$ cat src/rtl/jk_bank_driver_if.sv
// -----------------------------------------------------------------------------
// jk_bank_driver_if
//   Request channel into jk_bank_driver: a target word and a mode, transferred
//   on a valid/ready handshake.
//
//   req_valid   requester -> driver   request present
//   req_ready   driver -> requester   driver can accept (idle)
//   req_target  requester -> driver   desired final Q of the bank
//   req_mode    requester -> driver   00 load, 01 step up, 10 step down,
//                                     11 verify only
// -----------------------------------------------------------------------------
interface jk_bank_driver_if #(
    parameter int WIDTH = 4
);
    logic             req_valid;
    logic             req_ready;
    logic [WIDTH-1:0] req_target;
    logic [1:0]       req_mode;

    modport master (
        output req_valid,
        output req_target,
        output req_mode,
        input  req_ready
    );

    modport slave (
        input  req_valid,
        input  req_target,
        input  req_mode,
        output req_ready
    );
endinterface

$ cat src/rtl/jk_bank_driver.sv
// -----------------------------------------------------------------------------
// jk_bank_driver
//   Excitation-side driver for a bank of WIDTH JK flip-flops. It accepts a
//   target word, moves the bank towards it either in one cycle (load) or one
//   count per step (up/down, wrapping), reads Q back after every move and
//   flags any mismatch.
//
//   Parameters
//     WIDTH       bits in the driven JK bank
//     DC_FILL     value driven on J/K inputs whose value does not matter
//
//   Ports
//     CLK         clock, all state updates on posedge
//     reset       synchronous active-low reset
//     req         request channel (slave side)
//     q_in        current Q of the JK bank
//     j_out/k_out J/K inputs to the bank (non-zero only while driving)
//     busy        operation in progress
//     done        one-cycle pulse after an operation completes
//     err         sticky readback mismatch, cleared by the next request
//     step_count  drive steps that changed the bank in the last/current op
// -----------------------------------------------------------------------------
module jk_bank_driver #(
    parameter int WIDTH   = 4,
    parameter bit DC_FILL = 1'b0
) (
    input  logic             CLK,
    input  logic             reset,
    jk_bank_driver_if.slave  req,
    input  logic [WIDTH-1:0] q_in,
    output logic [WIDTH-1:0] j_out,
    output logic [WIDTH-1:0] k_out,
    output logic             busy,
    output logic             done,
    output logic             err,
    output logic [WIDTH-1:0] step_count
);

    typedef enum logic [1:0] {
        S_IDLE,
        S_DRIVE,
        S_CHECK
    } state_e;

    typedef enum logic [1:0] {
        MODE_LOAD   = 2'b00,
        MODE_UP     = 2'b01,
        MODE_DOWN   = 2'b10,
        MODE_VERIFY = 2'b11
    } mode_e;

    localparam logic [WIDTH-1:0] ONE = WIDTH'(1);

    state_e           state;
    state_e           state_next;
    mode_e            mode_r;
    logic [WIDTH-1:0] target_r;
    logic [WIDTH-1:0] expected_r;
    logic [WIDTH-1:0] nxt;
    logic [WIDTH-1:0] j_drive;
    logic [WIDTH-1:0] k_drive;
    logic             accept;
    logic             check_ok;
    logic             finish;

    assign accept        = (state == S_IDLE) && req.req_valid;
    assign req.req_ready = (state == S_IDLE);
    assign busy          = (state != S_IDLE);

    // Verify mode never drives, so it checks against the latched target;
    // every other mode checks against what the last DRIVE asked for.
    assign check_ok = (q_in == ((mode_r == MODE_VERIFY) ? target_r : expected_r));

    // Value the bank should hold after this DRIVE cycle. Step modes freeze
    // once Q already equals the target; +/- wrap naturally at WIDTH bits.
    always_comb begin
        // NOTE: every always_comb output gets a default first so no path
        // leaves it unassigned and a latch cannot be inferred.
        nxt = q_in;
        case (mode_r)
            MODE_LOAD: nxt = target_r;
            MODE_UP:   if (q_in != target_r) nxt = q_in + ONE;
            MODE_DOWN: if (q_in != target_r) nxt = q_in - ONE;
            default:   nxt = q_in;
        endcase
    end

    // Per-bit JK excitation. With DC_FILL the don't-care input of each
    // transition is driven 1 instead of 0.
    generate
        if (DC_FILL) begin : g_fill_one
            assign j_drive = q_in | nxt;
            assign k_drive = ~(q_in & nxt);
        end else begin : g_fill_zero
            assign j_drive = ~q_in & nxt;
            assign k_drive = q_in & ~nxt;
        end
    endgenerate

    // The bank holds (J=K=0) in every state except DRIVE.
    assign j_out = (state == S_DRIVE) ? j_drive : '0;
    assign k_out = (state == S_DRIVE) ? k_drive : '0;

    always_comb begin
        state_next = state;
        finish     = 1'b0;
        case (state)
            S_IDLE: begin
                if (req.req_valid) begin
                    state_next = (mode_e'(req.req_mode) == MODE_VERIFY) ? S_CHECK : S_DRIVE;
                end
            end
            S_DRIVE: state_next = S_CHECK;
            S_CHECK: begin
                if (!check_ok || mode_r == MODE_LOAD || mode_r == MODE_VERIFY
                    || expected_r == target_r) begin
                    state_next = S_IDLE;
                    finish     = 1'b1;
                end else begin
                    state_next = S_DRIVE;
                end
            end
            default: state_next = S_IDLE;
        endcase
    end

    // Control state: everything visible after reset is cleared here.
    always_ff @(posedge CLK) begin
        // NOTE: sequential state uses non-blocking assignments so every
        // register samples pre-edge values regardless of statement order.
        if (!reset) begin
            state      <= S_IDLE;
            done       <= 1'b0;
            err        <= 1'b0;
            step_count <= '0;
        end else begin
            state <= state_next;
            done  <= finish;
            if (accept) begin
                err        <= 1'b0;
                step_count <= '0;
            end
            if (state == S_CHECK && !check_ok) begin
                err <= 1'b1;
            end
            if (state == S_DRIVE && nxt != q_in) begin
                step_count <= step_count + ONE;
            end
        end
    end

    // NOTE: request/datapath registers carry no reset; they are always
    // written on acceptance or in DRIVE before anything reads them.
    always_ff @(posedge CLK) begin
        if (accept) begin
            target_r <= req.req_target;
            mode_r   <= mode_e'(req.req_mode);
        end
        if (state == S_DRIVE) begin
            expected_r <= nxt;
        end
    end

endmodule

$ cat src/flat_wrapper.sv
// flat-port wrapper written by rule: the top's interface ports become plain ports
module jk_bank_driver_flat 
#(
    parameter int WIDTH   = 4,
    parameter bit DC_FILL = 1'b0
)
  (CLK, reset, q_in, j_out, k_out, busy, done, err, step_count, req_req_valid, req_req_target, req_req_mode, req_req_ready);
  jk_bank_driver_if #(.WIDTH(WIDTH)) req_i ();
  input  logic CLK;
  input  logic reset;
  input  logic [WIDTH-1:0] q_in;
  output logic [WIDTH-1:0] j_out;
  output logic [WIDTH-1:0] k_out;
  output logic busy;
  output logic done;
  output logic err;
  output logic [WIDTH-1:0] step_count;
  input wire logic [$bits(req_i.req_valid)-1:0] req_req_valid;
  input wire logic [$bits(req_i.req_target)-1:0] req_req_target;
  input wire logic [$bits(req_i.req_mode)-1:0] req_req_mode;
  output wire logic [$bits(req_i.req_ready)-1:0] req_req_ready;
  assign req_i.req_valid = req_req_valid;
  assign req_i.req_target = req_req_target;
  assign req_i.req_mode = req_req_mode;
  assign req_req_ready = req_i.req_ready;
  jk_bank_driver #(.WIDTH(WIDTH), .DC_FILL(DC_FILL)) u_core (.CLK(CLK), .reset(reset), .req(req_i), .q_in(q_in), .j_out(j_out), .k_out(k_out), .busy(busy), .done(done), .err(err), .step_count(step_count));
endmodule
$ cat config.mk
export PLATFORM = sky130hd
export DESIGN_NAME = jk_bank_driver_flat
export DESIGN_NICKNAME = d
export VERILOG_FILES = /design/src/rtl/jk_bank_driver_if.sv /design/src/rtl/jk_bank_driver.sv /design/src/flat_wrapper.sv
export SDC_FILE = /design/constraint.sdc
export NUM_CORES = 1
export LEC_CHECK = 0
export ABC_AREA = 1
export BUFFER_PORTS_ARGS = -buffer_cell sky130_fd_sc_hd__buf_2
export CORE_MARGIN = 10
export CORE_UTILIZATION = 54
export DETAILED_ROUTE_END_ITERATION = 12
export GPL_TIMING_DRIVEN = 1
export PLACE_DENSITY = 0.79
export SYNTH_ARGS = -nofsm -noshare
export SYNTH_HDL_FRONTEND = slang
export SYNTH_SLANG_ARGS = --single-unit
export TNS_END_PERCENT = 10
$ cat constraint.sdc
create_clock -name CLK -period 3.2 [get_ports CLK]
set_input_delay 0.96 -clock CLK [delete_from_list [all_inputs] [get_ports CLK]]
set_output_delay 0.96 -clock CLK [all_outputs]
set_load 0.02 [all_outputs]
==> run metrics, run 1 <==
post-route cell area=2100 um2; reg2reg end=u_core.expected_r[2]; reg2reg start=u_core.target_r[0]; vias in the first global route=1494; WS Path Type=in -> out; Remaining DRCs=0; Syn Area/Cell=7.02 um2; Synth Flop Type=edfxtp_1; Placer Congestion=0.898; Hold Fails Final Rpt=0; RSZ-0062 raised after global routing=true; YS warnings=0; EDFF count, synth=10; status=complete, but fails checks; Setup crit end kind=primary output; crit-path max cell delay=0.17 ns; first-pass GRT wire length=6560 um; Synth cell types=24; IO Port Bufs=28; Hold WC Path Type=reg -> reg; CP arrival=2.35 ns; crit path capture=k_out[2]; worst-path fanout max=4; total congestion overflow=0; critical path's slowest cell=ha_2; critical path startpoint category=input pin; final setup vio count=8; Clock Tree Root=clkbuf_4; worst path cell trace=buf_12, buf_6, ha_4, xnor2_2, nand2_1, nand3_1, nand4_1, inv_1, ha_2, inv_2, nor2_4, buf_6; metal3 WL=206 um; initial antenna violation count=0; HPWL after DPL=2780 um; Final WS setup=-0.109 ns; drt wl/cell=14.4 um; Vias=1522; Area after DPL=1730 um2; Max Fclk=0.302 GHz; share of cells above drive strength 1=41.0%; Worst R2R Setup Slack=0.23 ns; WL met2=2160 um; highest-count cells in the layout ignoring fill and taps=42 x nand2_1, 33 x buf_4, 26 x inv_1; CP top delay family=buffers and inverters; worst clock skew=0.0104 ns; Slew Limit Fails=0; Mapped Area=1430 um2; num rows=18; worst-case reg-to-reg path depth=19; Pwr Density=339 nW/um2; Synth-to-Final Area Change=47.1%; Slew @ Worst Pin=0.692 ns; CP bufs+invs=5; Clock transition at path regs=0.10 ns; vias per inst=5.14; synthesized instance count=203; CTS tree=built; clock latency on the worst-skew pair=0.29 ns; gr usage total=15.3%; Worst slew margin=53.7%; H-tree levels=1; Levels on crit path=12; wl on met1=1760 um; CTS Buffer Depth=2; CTS Hold Bufs=0; CP Launch Point=q_in[1]; n_diodes=0; DR iter-0 viols=106; Placeable Area=2500 um2; violated checks=setup timing; die width=71.4 um; Min Hold Slack=0.468 ns; most common cell after layout, fill and taps aside=nand2_1; max_cap viols=0; min cycle time layout=3.31 ns; final net count=291; Async S/R FF share, synth=0%; fin crit share=103%; CTS buffer count=3; DR top layer=met4; clock tree sinks=18; DRT Pass-1 Iters=4; PnR Total Power=0.710 mW; Initial Util=57.0%; setup_tns=-0.515 ns; Top Ports=29; Leakage=1.05 nW; Peak VDD IR=0.000402 V; chip height=71.4 um; CP required=2.24 ns; sequential share of the synthesized area=32.3%; DIE AREA=5090 um2; largest net degree at the start of global routing=11; Synth Register Bits=18; Post-Syn Nets=227; Hold Path Origin=u_core.err; antenna-violating nets left=0; most used cell, CP=buf_6; final WL=4260 um
## synth_stat cells (2+ instances only)
cell type / instances / share of area [%]
nor2_4: 2 / 1.6
nand3_1: 22 / 7.7
o21ai_0: 6 / 2.1
nor2_1: 25 / 6.6
dfxtp_1: 8 / 11
edfxtp_1: 10 / 21
nand2_4: 2 / 1.6
a21oi_1: 8 / 2.8
inv_2: 8 / 2.1
inv_1: 29 / 7.6
nand2_1: 50 / 13
xor2_1: 3 / 1.8
nand4_1: 2 / 0.88
ha_1: 11 / 9.7
buf_4: 3 / 1.6
xnor2_1: 5 / 3.1
nand2_2: 2 / 0.88
## power breakdown
| part | internal, mW | switching [mW] | total [mW] |
|---|---|---|---|
| registers | 0.264 | 0.0197 | 0.284 |
| clock network | 0.0453 | 0.0662 | 0.112 |
| logic | 0.148 | 0.167 | 0.315 |
| total | 0.458 | 0.252 | 0.710 |
## routing by layer
metal	GRT usage, %	up-vias
li1	-	762
met1	17.7	693
met2	26.8	52
met3	2.48	15
met4	6.88	0
met5	0	-
## worst min-delay path by stage
| stage | endpoint | cells past startpoint |
|---|---|---|
| detailed placement | u_core.err | 2 |
| global route | u_core.err | 2 |
| finish | u_core.err | 2 |
| floorplan | u_core.state[1] | 1 |
| global placement | u_core.err | 2 |
| CTS | u_core.err | 2 |
## worst reg2reg max path: cells and delay by family, from the launching register on
family | cells | cell delay (ns)
buffers and inverters | 13 | 1.53
AND/OR/NAND/NOR | 6 | 0.72
flip-flops | 1 | 0.51
## final cells by class
cell class | count | area [um2]
clock inverters | 1 | 3.75
multi-input cells | 144 | 932
inverters | 37 | 151
fillers | 154 | 404
flip-flops and latches | 18 | 460
well taps | 30 | 37.5
repair buffers | 63 | 488
clock buffers | 3 | 22.5
## stage by stage
step                      instances  utilization (%)  setup slack [ns]
final                           296             83.8            -0.109
after CTS                       296             81.7           -0.0308
after floorplan                 203                -           -0.0177
after detailed placement        277             69.1            -0.220
after global placement          277             69.1            -0.158
after global routing            296             83.8            -0.173
## registers in the layout, indices dropped and copies added (netlist names)
register / count
u_core.done: 1
u_core.err: 1
u_core.expected_r: 4
u_core.mode_r: 2
u_core.state: 2
u_core.step_count: 4
u_core.target_r: 4
## cells by family (layout without fill, tap and decap cells)
family	Yosys count	count (layout)	share of synthesized area [%]
AO/OA/AOI/OAI	16	16	5.79
adder cells (fa/ha/maj)	11	11	9.66
flip-flops	18	18	32.3
buffers and inverters	41	104	11.7
AND/OR/NAND/NOR	108	108	34.9
XOR/XNOR	8	8	4.92
multiplexers	1	1	0.790
## timing repair
| item | in CTS | in global routing |
|---|---|---|
| resized for setup | 47 | 15 |
| endpoints found under the setup margin | 8 | 9 |
| pin swaps | 22 | 14 |
| buffers inserted | 15 | 1 |
(Power assumes the default switching activity.)
==> inputs of run 2 (changes only) <==
SETUP_SLACK_MARGIN = 0.5   (was default)
==> run 2 against run 1 <==
The flow still finishes with violations (setup timing). Worst hold slack gained 0.0093 ns. Critical endpoint is now k_out[0]. Clock power grew 29%. Non-clock buffer count shrank 8. Die area is the same. Wire length grew 18%. Combinational power shrank 4%. Critical path depth grew 2. Maximum frequency shrank 2.6%. Sequential cell count is the same. Cell count shrank 2.7%.
==> run metrics, run 2 (synthesis gave the netlist of run 1 again) <==
status=complete, but fails checks (unchanged); violated checks=setup timing (unchanged); CTS buffer count=3 (unchanged); HPWL after DPL=2860 um (was 2780 um); Hold Fails Final Rpt=0 (unchanged); WS Path Type=in -> out (unchanged); Synth-to-Final Area Change=45.4% (was 47.1%); CTS Buffer Depth=2 (unchanged); clock latency on the worst-skew pair=0.30 ns (was 0.29 ns); CTS tree=built (unchanged); wl on met1=1770 um (was 1760 um); reg2reg start=u_core.mode_r[0] (was u_core.target_r[0]); num rows=18 (unchanged); Hold EP=u_core.err (unchanged); DRT Pass-1 Iters=8 (was 4); share of cells above drive strength 1=41.9% (was 41.0%); fin crit share=106% (was 103%); Worst slew margin=43.6% (was 53.7%); WL met2=2510 um (was 2160 um); Worst R2R Setup Slack=0.54 ns (was 0.23 ns); Clock transition at path regs=0.10 ns (about the same); Hold Path Origin=u_core.err (unchanged); top flop regs=u_core.expected_r (4), u_core.step_count (4), u_core.target_r (4) (unchanged); CP required=2.24 ns (about the same); Slew @ Worst Pin=0.843 ns (was 0.692 ns); Final WS setup=-0.199 ns (was -0.109 ns); H-tree levels=1 (unchanged); worst-case reg-to-reg path depth=14 (was 19); Vias=1678 (was 1522); final net count=283 (was 291); storage element area=460 um2 (unchanged); Slew Limit Fails=0 (unchanged); final setup vio count=8 (unchanged); Min Hold Slack=0.478 ns (was 0.468 ns); antenna-violating nets left=0 (unchanged); Max Fclk=0.294 GHz (was 0.302 GHz); metal3 WL=424 um (was 206 um); vias in the first global route=1658 (was 1494); Top Ports=29 (unchanged); FILL cells=146 (was 154); drt wl/cell=17.5 um (was 14.4 um); Hold Path Cell Cnt=2 (unchanged); area of the multi-input gates=977 um2 (was 932 um2); die width=71.4 um (unchanged); Placer Congestion=0.852 (was 0.898); DR top layer=met4 (unchanged); Finished Core Util=82.9% (was 83.8%); Peak VDD IR=0.000474 V (was 0.000402 V); CP arrival=2.44 ns (was 2.35 ns); worst-path fanout max=6 (was 4); first-pass GRT wire length=7670 um (was 6560 um); critical path startpoint category=input pin (unchanged); clock tree sinks=18 (unchanged); vias per inst=5.83 (was 5.14); initial antenna violation count=0 (unchanged); Leakage=1.00 nW (was 1.05 nW); Remaining DRCs=0 (unchanged); n_diodes=0 (unchanged); max_cap viols=0 (unchanged); largest net degree at the start of global routing=11 (unchanged); Hold WC Path Type=reg -> reg (unchanged); most common cell after layout, fill and taps aside=nand2_1 (unchanged); gr usage total=18.1% (was 15.3%); Placeable Area=2500 um2 (unchanged); highest-count cells in the layout ignoring fill and taps=45 x nand2_1, 25 x inv_1, 25 x buf_4 (was 42 x nand2_1, 33 x buf_4, 26 x inv_1); RSZ-0062 raised after global routing=true (unchanged); final WL=5030 um (was 4260 um); chip height=71.4 um (unchanged); reg2reg end=u_core.step_count[2] (was u_core.expected_r[2]); DR iter-0 viols=244 (was 106); DIE AREA=5090 um2 (unchanged); min cycle time layout=3.40 ns (was 3.31 ns); worst clock skew=0.00495 ns (was 0.0104 ns); Initial Util=57.0% (unchanged); Pwr Density=355 nW/um2 (was 339 nW/um2); Clock Tree Root=clkbuf_4 (unchanged); IO Port Bufs=28 (unchanged); Setup crit end kind=primary output (unchanged); total congestion overflow=0 (unchanged)
==> run 2: routing by layer <==
| metal | global-route usage, % | vias up |
|---|---|---|
| met3 | 3.17 | 44 |
| met2 | 34.0 | 121 |
| met5 | 0 | - |
| li1 | - | 746 |
| met4 | 9.25 | 0 |
| met1 | 18.4 | 767 |
==> run 2: area by class of cell <==
| class | count | area share, % |
|---|---|---|
| clock buffer | 4 | 1.75 |
| sequential | 18 | 22.2 |
| multi-input combinational | 144 | 47.2 |
| timing repair buffer | 55 | 20.1 |
| inverter | 37 | 6.94 |
| tap | 30 | 1.81 |
==> run 2: how the worst max path moves through the flow <==
stage                     startpoint  endpoint  slack (ns)  cells past startpoint
after CTS                    q_in[0]  k_out[0]       -0.12                     15
after global placement       q_in[0]  j_out[0]       -0.26                     14
after global routing         q_in[0]  k_out[0]       -0.24                     14
after floorplan              q_in[3]  k_out[0]        0.12                     12
after detailed placement     q_in[0]  j_out[0]       -0.28                     14
final                        q_in[0]  k_out[0]       -0.20                     14
==> run 2: worst max-delay path, cell delays in order <==
cell and delay [ns]:
buf_8 0.11, buf_6 0.12, nand2_2 0.06, nand2_2 0.06
nor2_4 0.13, nand2_4 0.10, a21oi_2 0.21, o21ai_4 0.09
nand3_4 0.13, inv_2 0.07, ha_4 0.16, inv_2 0.06
nor2_4 0.03, buf_6 0.15
==> run 2: timing repair <==
action                     in CTS  in global routing
buffers inserted                6                  0
pin swaps                      16                  4
setup endpoints to repair      12                 12
resized for setup              41                 11
cloned                          0                  0
hold buffers                    0                  0
==> run 2: per-stage QoR <==
stage | std cells | total power, mW | setup TNS (ns) | setup slack, ns | instance area, um2
after floorplan | 203 | 0.443 | 0 | 0.119 | 1510
final | 288 | 0.735 | -0.959 | -0.199 | 2070
after global placement | 278 | 0.517 | -1.49 | -0.264 | 1800
after detailed placement | 278 | 0.522 | -1.78 | -0.285 | 1800
after CTS | 288 | 0.690 | -0.513 | -0.124 | 2010
after global routing | 288 | 0.765 | -1.59 | -0.236 | 2070
==> run 2: report_power, final <==
part           switching, mW  internal, mW
registers             0.0226         0.264
logic                  0.179         0.124
clock network         0.0756        0.0694
